--- src/rtl/ap_mult_pkg.sv ---
// Shared constants and row type for the 12x12 approximate Wallace multiplier datapath.
package ap_mult_pkg;

    localparam int AP_W     = 24;
    localparam int AP_SPLIT = 12;

    typedef logic [AP_W-1:0] ap_row_t;

endpackage

--- src/rtl/ap_pipe_slice.sv ---
// One valid/ready register stage. It accepts a new beat whenever it is empty or its
// current beat leaves. The payload holds its value while the stage is stalled or idle.
module ap_pipe_slice #(
    parameter int PW = 8
) (
    input  logic          clk,
    input  logic          rst_n,
    input  logic          up_valid,
    output logic          up_ready,
    input  logic [PW-1:0] up_data,
    output logic          dn_valid,
    input  logic          dn_ready,
    output logic [PW-1:0] dn_data
);

    logic          valid_reg;
    logic [PW-1:0] data_reg;

    // A full stage can still accept a beat in the same cycle its current beat leaves.
    assign up_ready = !valid_reg || dn_ready;
    assign dn_valid = valid_reg;
    assign dn_data  = data_reg;

    always_ff @(posedge clk or negedge rst_n) begin
        if (!rst_n) begin
            valid_reg <= 1'b0;
            data_reg  <= '0;
        end else if (up_ready) begin
            valid_reg <= up_valid;
            if (up_valid) begin
                data_reg <= up_data;
            end
        end
    end

endmodule

--- src/rtl/ap_cpa_pipe_24b.sv ---
// Final carry-propagate adder of the approximate multiplier, split into two registered halves:
// the low SPLIT bits are added in stage 1, and the high bits plus the carry are added in stage 2.
module ap_cpa_pipe_24b
    import ap_mult_pkg::*;
#(
    parameter int W     = AP_W,
    parameter int SPLIT = AP_SPLIT
) (
    input  logic         clk,
    input  logic         rst_n,
    input  logic         in_valid,
    output logic         in_ready,
    input  logic [W-1:0] in_row0,
    input  logic [W-1:0] in_row1,
    output logic         out_valid,
    input  logic         out_ready,
    output logic [W-1:0] out_prod,
    output logic         out_ovf
);

    localparam int HW  = W - SPLIT;
    localparam int S1W = SPLIT + 1 + 2 * HW;
    localparam int S2W = W + 1;

    // Stage 1 payload layout: {h1, h0, c, lo}
    logic [SPLIT:0]   lo_sum;
    logic [S1W-1:0]   s1_in_data;
    logic             s1_valid;
    logic [S1W-1:0]   s1_data;
    logic [SPLIT-1:0] s1_lo;
    logic             s1_c;
    logic [HW-1:0]    s1_h0;
    logic [HW-1:0]    s1_h1;
    logic [HW:0]      hi_sum;
    logic [S2W-1:0]   s2_in_data;
    logic             s2_adv;
    logic [S2W-1:0]   s2_data;

    assign lo_sum     = {1'b0, in_row0[SPLIT-1:0]} + {1'b0, in_row1[SPLIT-1:0]};
    assign s1_in_data = {in_row1[W-1:SPLIT], in_row0[W-1:SPLIT], lo_sum};

    ap_pipe_slice #(.PW(S1W)) u_s1 (
        .clk      (clk),
        .rst_n    (rst_n),
        .up_valid (in_valid),
        .up_ready (in_ready),
        .up_data  (s1_in_data),
        .dn_valid (s1_valid),
        .dn_ready (s2_adv),
        .dn_data  (s1_data)
    );

    assign s1_lo = s1_data[SPLIT-1:0];
    assign s1_c  = s1_data[SPLIT];
    assign s1_h0 = s1_data[SPLIT+1 +: HW];
    assign s1_h1 = s1_data[SPLIT+1+HW +: HW];

    // The top carry of the high add becomes the overflow flag.
    assign hi_sum     = {1'b0, s1_h0} + {1'b0, s1_h1} + {{HW{1'b0}}, s1_c};
    assign s2_in_data = {hi_sum, s1_lo};

    ap_pipe_slice #(.PW(S2W)) u_s2 (
        .clk      (clk),
        .rst_n    (rst_n),
        .up_valid (s1_valid),
        .up_ready (s2_adv),
        .up_data  (s2_in_data),
        .dn_valid (out_valid),
        .dn_ready (out_ready),
        .dn_data  (s2_data)
    );

    assign out_prod = s2_data[W-1:0];
    assign out_ovf  = s2_data[W];

endmodule

--- config.mk ---
export PLATFORM = sky130hd
export DESIGN_NAME = ap_cpa_pipe_24b
export DESIGN_NICKNAME = d
export VERILOG_FILES = /design/src/rtl/ap_mult_pkg.sv /design/src/rtl/ap_pipe_slice.sv /design/src/rtl/ap_cpa_pipe_24b.sv
export SDC_FILE = /design/constraint.sdc
export NUM_CORES = 1
export LEC_CHECK = 0
export ABC_AREA = 1
export CAP_MARGIN = 20
export CORE_MARGIN = 4
export CORE_UTILIZATION = 40
export CTS_CLUSTER_DIAMETER = 50
export DETAILED_ROUTE_END_ITERATION = 12
export GPL_TIMING_DRIVEN = 0
export MAX_ROUTING_LAYER = met4
export SLEW_MARGIN = 20
export SYNTH_ARGS = -nofsm -noshare
export SYNTH_HDL_FRONTEND = slang
export SYNTH_HIERARCHICAL = 1
export SYNTH_SLANG_ARGS = --single-unit
--- constraint.sdc ---
create_clock -name clk -period 3.2 [get_ports clk]
set_input_delay 0.8 -clock clk [delete_from_list [all_inputs] [get_ports clk]]
set_output_delay 0.8 -clock clk [all_outputs]
set_load 0.1 [all_outputs]
# --- After elaboration in Yosys (flattened, before gate mapping) ---
# Index checks and enable logic that the tools add are counted.
totals:
  regBits: 64
  wordCells: 13
classes:
  n_addsub: 3
  n_reduce_logical: 6
op_table:
  columns: ["operator", "n"]
  rows:
  - ["adder 12 x 12 -> 13 bit", 2]
  - ["adder 13 x 1 -> 13 bit", 1]
  - ["AND reduction 2 bit", 2]
  - ["logical NOT 1 bit", 2]
  - ["logical OR 1 bit", 2]

# --- Longest topological paths before layout ---
logic_depth:
  ltp_word: 4
  mapped_depth: 11

# --- By module ---
# Netlist, hierarchy kept.
by_module_without_submodules:
  columns: ["mod", "instances", "cells_per_inst", "area_each_um2", "seq_area_each_um2"]
  rows:
  - ["ap_pipe_slice at u_s1", 1, 165, 1529.0, 950.9]
  - ["ap_cpa_pipe_24b", 1, 244, 1313.8, 0.0]
  - ["ap_pipe_slice at u_s2", 1, 112, 1096.1, 650.6]

# --- Least setup slack after synthesis ---
# OpenSTA, ideal clock, no wires.
synth_timing:
  path_kind: "register to output"
  start: "register u_s2.valid_reg, in the netlist u_s2/dn_valid"
  end: "output in_ready"
  arrival_time_ns: 1.858
  required_time_ns: 2.400
  path_slack_ns: 0.542
  path_stages_with_launch: 6
  path_buffers: 2
  path_cell_list: "dfrtp_1 > nand2_4 > buf_4 > inv_1 > nand2_2 > buf_2"
synth_between:
  elab_chain_len: 3
synth_lines:
  columns: ["item", "line_no", "rtl"]
  rows:
  - ["start: declaration", "ap_pipe_slice.sv:16", "logic valid_reg;"]
  - ["start signal: assignment", "ap_pipe_slice.sv:29", "valid_reg <= up_valid;"]
  - ["logical NOT 1 bit", "ap_pipe_slice.sv:20", "assign up_ready = !valid_reg || dn_ready;"]
  - ["logical OR 1 bit", "ap_pipe_slice.sv:20", null]
  - ["via s2_adv", "ap_cpa_pipe_24b.sv:36", "logic s2_adv;"]
  - ["logical OR 1 bit", "ap_pipe_slice.sv:20", null]
  - ["end: declaration", "ap_cpa_pipe_24b.sv:12", "output logic in_ready,"]
# The timed path passes the listed nets, and every way through them passes these cells.

# --- Worst setup path after layout ---
layout_timing:
  start: "input out_ready"
  end: "output in_ready"
layout_between:
  elab_chain_len: 2
layout_lines:
  columns: ["item", "line_no", "rtl"]
  rows:
  - ["start: declaration", "ap_cpa_pipe_24b.sv:16", "input logic out_ready,"]
  - ["logical OR 1 bit", "ap_pipe_slice.sv:20", null]
  - ["via s2_adv", "ap_cpa_pipe_24b.sv:36", null]
  - ["logical OR 1 bit", "ap_pipe_slice.sv:20", null]
# The timed path passes the listed nets, and every way through them passes these cells.

==> metrics <==
top cell type's share of synthesized area=40.7%; register area share after synthesis=40.7%; Worst Max-Slew Pin Slew=0.982 ns; initial drt markers=103; status=complete, no violations; number of port buffers=78; asr flop ratio synth=100%; WL/cell=12.5 um; total wire length=9.33 mm; final setup vio count=0; FP Rows=35; initial antenna violation count=0; All-Layer GR Usage=17.9%; fmax=322 MHz; PwrDens=803 mW/mm2; worst vdd ir=0.000405 V; layout cells sized above 1=9.42%; vias in the first global route=3396; Top FF cell, synth=dfrtp_1; syn avg cell area=7.56 um2; syn_nets=599; mapped cell area=0.00394 mm2; CP cell instances=clkdlybuf4s50_1 -> inv_1 -> nand2_4 -> buf_4 -> inv_1 -> nand2_2 -> buf_2 -> buf_6; critical path type=input port to output port; crit end category=output port; Max-slew headroom=34.3%; number of synthesized flops with an enable pin=0; total grt overflow=0; Synth warnings=6; CTS Buf Count=9; Clk Tree Root Cell=clkbuf_8; DR vias/cell=4.70; ANT nets after route=0; slowest CP cell=clkdlybuf4s50_1; die extent in x=107 um; final hold vios=0; most common cell in the netlist=nand2_1; Max H-tree Level=3; crit-path max cell delay=0.45 ns; R2R depth=10; diode count=0; TNS Setup=0 ns; P&R area growth vs syn=30.4%; period utilization=97.1%; largest cells by area after synthesis=dfrtp_1 (41%), nand2_1 (21%), nand3_1 (10%), ha_1 (7.3%), inv_1 (4.2%); Die Area=0.0115 mm2; Leak Pwr=2.77 nW; hold-fix buffers at CTS=0; post_cts resized=6; Synth cell types=19; first-pass GRT wire length=16.0 mm; Worst Path Max Fanout=10; DP HPWL=7.51 mm; Fillers=926; FF+latch count, synth=64; CTS max path bufs=2; Clock Pin Slew Worst Setup and Hold Paths=0.08 ns; pre-CTS setup slack=-0.817 ns; Slew Limit Fails=0; arrival time worst endpoint=2.31 ns; RSZ-0062 raised after global routing=no; fin nets=689; Worst Slack Setup Final=0.0922 ns; Post-synth top cells=nand2_1 (220), nand3_1 (80), dfrtp_1 (64); setup skew after layout=0.0111 ns; clock insertion delay at the later pin of the skew report=0.35 ns; Critical Path Most Common Cell=inv_1; number of max-cap violations=0; synthesized instance count=521; Post-CTS Setup Bufs=0; Yosys top cell by area=dfrtp_1; Crit path required time=2.40 ns; worst min-delay path category=input port to asynchronous set/reset pin; vias=3499; IO Count=79; DRT Pass-1 Iters=4; clock sinks=64; largest net degree at the start of global routing=45; DRC viols=0; RD Place Congestion=0.858; initial core utilization=41.8%; Die H=107 um; minimum clock period=3.11 ns; CORE AREA=0.00942 mm2; Worst Setup Start Kind=input port; CTS tree=built
sequential cells by signal (all words and copies together), names as in the netlist:
name           cells
u_s2/dn_data      25
u_s1/dn_data      37
u_s2/dn_valid      1
u_s1/dn_valid      1
per-stage QoR:
step	util [%]	instance area, um2	hold slack, ns	instances	power, mW
floorplan	-	3940	0.443	521	2.79
global route	54.6	5140	0.336	745	4.36
global placement	51.8	4880	0.453	728	3.32
detailed placement	52.1	4910	0.457	729	3.35
CTS	54.5	5130	0.324	745	4.16
finish	54.6	5140	0.327	745	4.12
report_power, final:
part | internal (mW) | switching, mW
registers | 1.02 | 0.135
logic | 0.591 | 1.57
clock network | 0.462 | 0.343
final timing paths:
check | start | to | slack (ns)
worst max-delay path | out_ready | in_ready | 0.09
worst min-delay path | rst_n | u_s1/dn_data[17] | 0.33
worst max register to register | u_s1/dn_data[12] | u_s2/dn_data[20] | 0.95
worst min register to register | u_s2/dn_data[13] | u_s2/dn_data[13] | 0.47
max in group asynchronous | rst_n | u_s1/dn_valid | 2.35
min in group clk | u_s2/dn_data[13] | u_s2/dn_data[13] | 0.47
kinds of logic (layout without fill, tap and decap cells):
kind of cell / Yosys count / after routing / synth area share, %
compound gates: 10 / 10 / 1.27
xor+xnor: 12 / 12 / 2.67
fa+ha+maj: 26 / 26 / 8.83
buf+inv: 63 / 158 / 8.35
flops: 64 / 64 / 40.7
simple gates: 346 / 346 / 38.2
placed cells by master (no fill, tap or decap):
master	count
nand2_1	220
buf_16	1
nand2_4	1
clkinvlp_4	3
buf_4	10
a21oi_1	10
buf_12	1
nand3_1	80
bufinv_16	2
clkbuf_8	10
inv_6	1
nand2_2	14
fa_1	3
nand2_8	1
nand3_2	4
dfrtp_1	64
buf_6	6
ha_1	23
nand4_1	8
clkdlybuf4s50_1	76
nor2_1	16
inv_1	44
buf_2	4
xor2_1	12
nor3_1	2
cell type report:
cell class / count / area [um2] / area share [%]
Multi-Input combinational cell: 394 / 2010 / 39.1
Buffer: 19 / 164 / 3.19
Tap cell: 129 / 161 / 3.14
Sequential cell: 64 / 1600 / 31.2
Clock buffer: 10 / 138 / 2.68
Inverter: 44 / 165 / 3.22
Clock inverter: 6 / 91.3 / 1.78
Timing Repair Buffer: 79 / 807 / 15.7
critical path: cells and delay by family:
family	cells	cell delay, ns
buf+inv	6	1.26
simple gates	2	0.24
per-layer routing:
metal / GRT usage [%] / vias up / wire [um] / share of wire, %
li1: - / 1838 / - / -
met1: 25.8 / 1574 / 4970 / 53
met2: 25.6 / 77 / 3860 / 41
met3: 3.19 / 10 / 393 / 4.2
met4: 5.21 / 0 / 109 / 1.2
met5: - / - / 0 / 0
No activity file was read; power rests on OpenSTA's default activity.
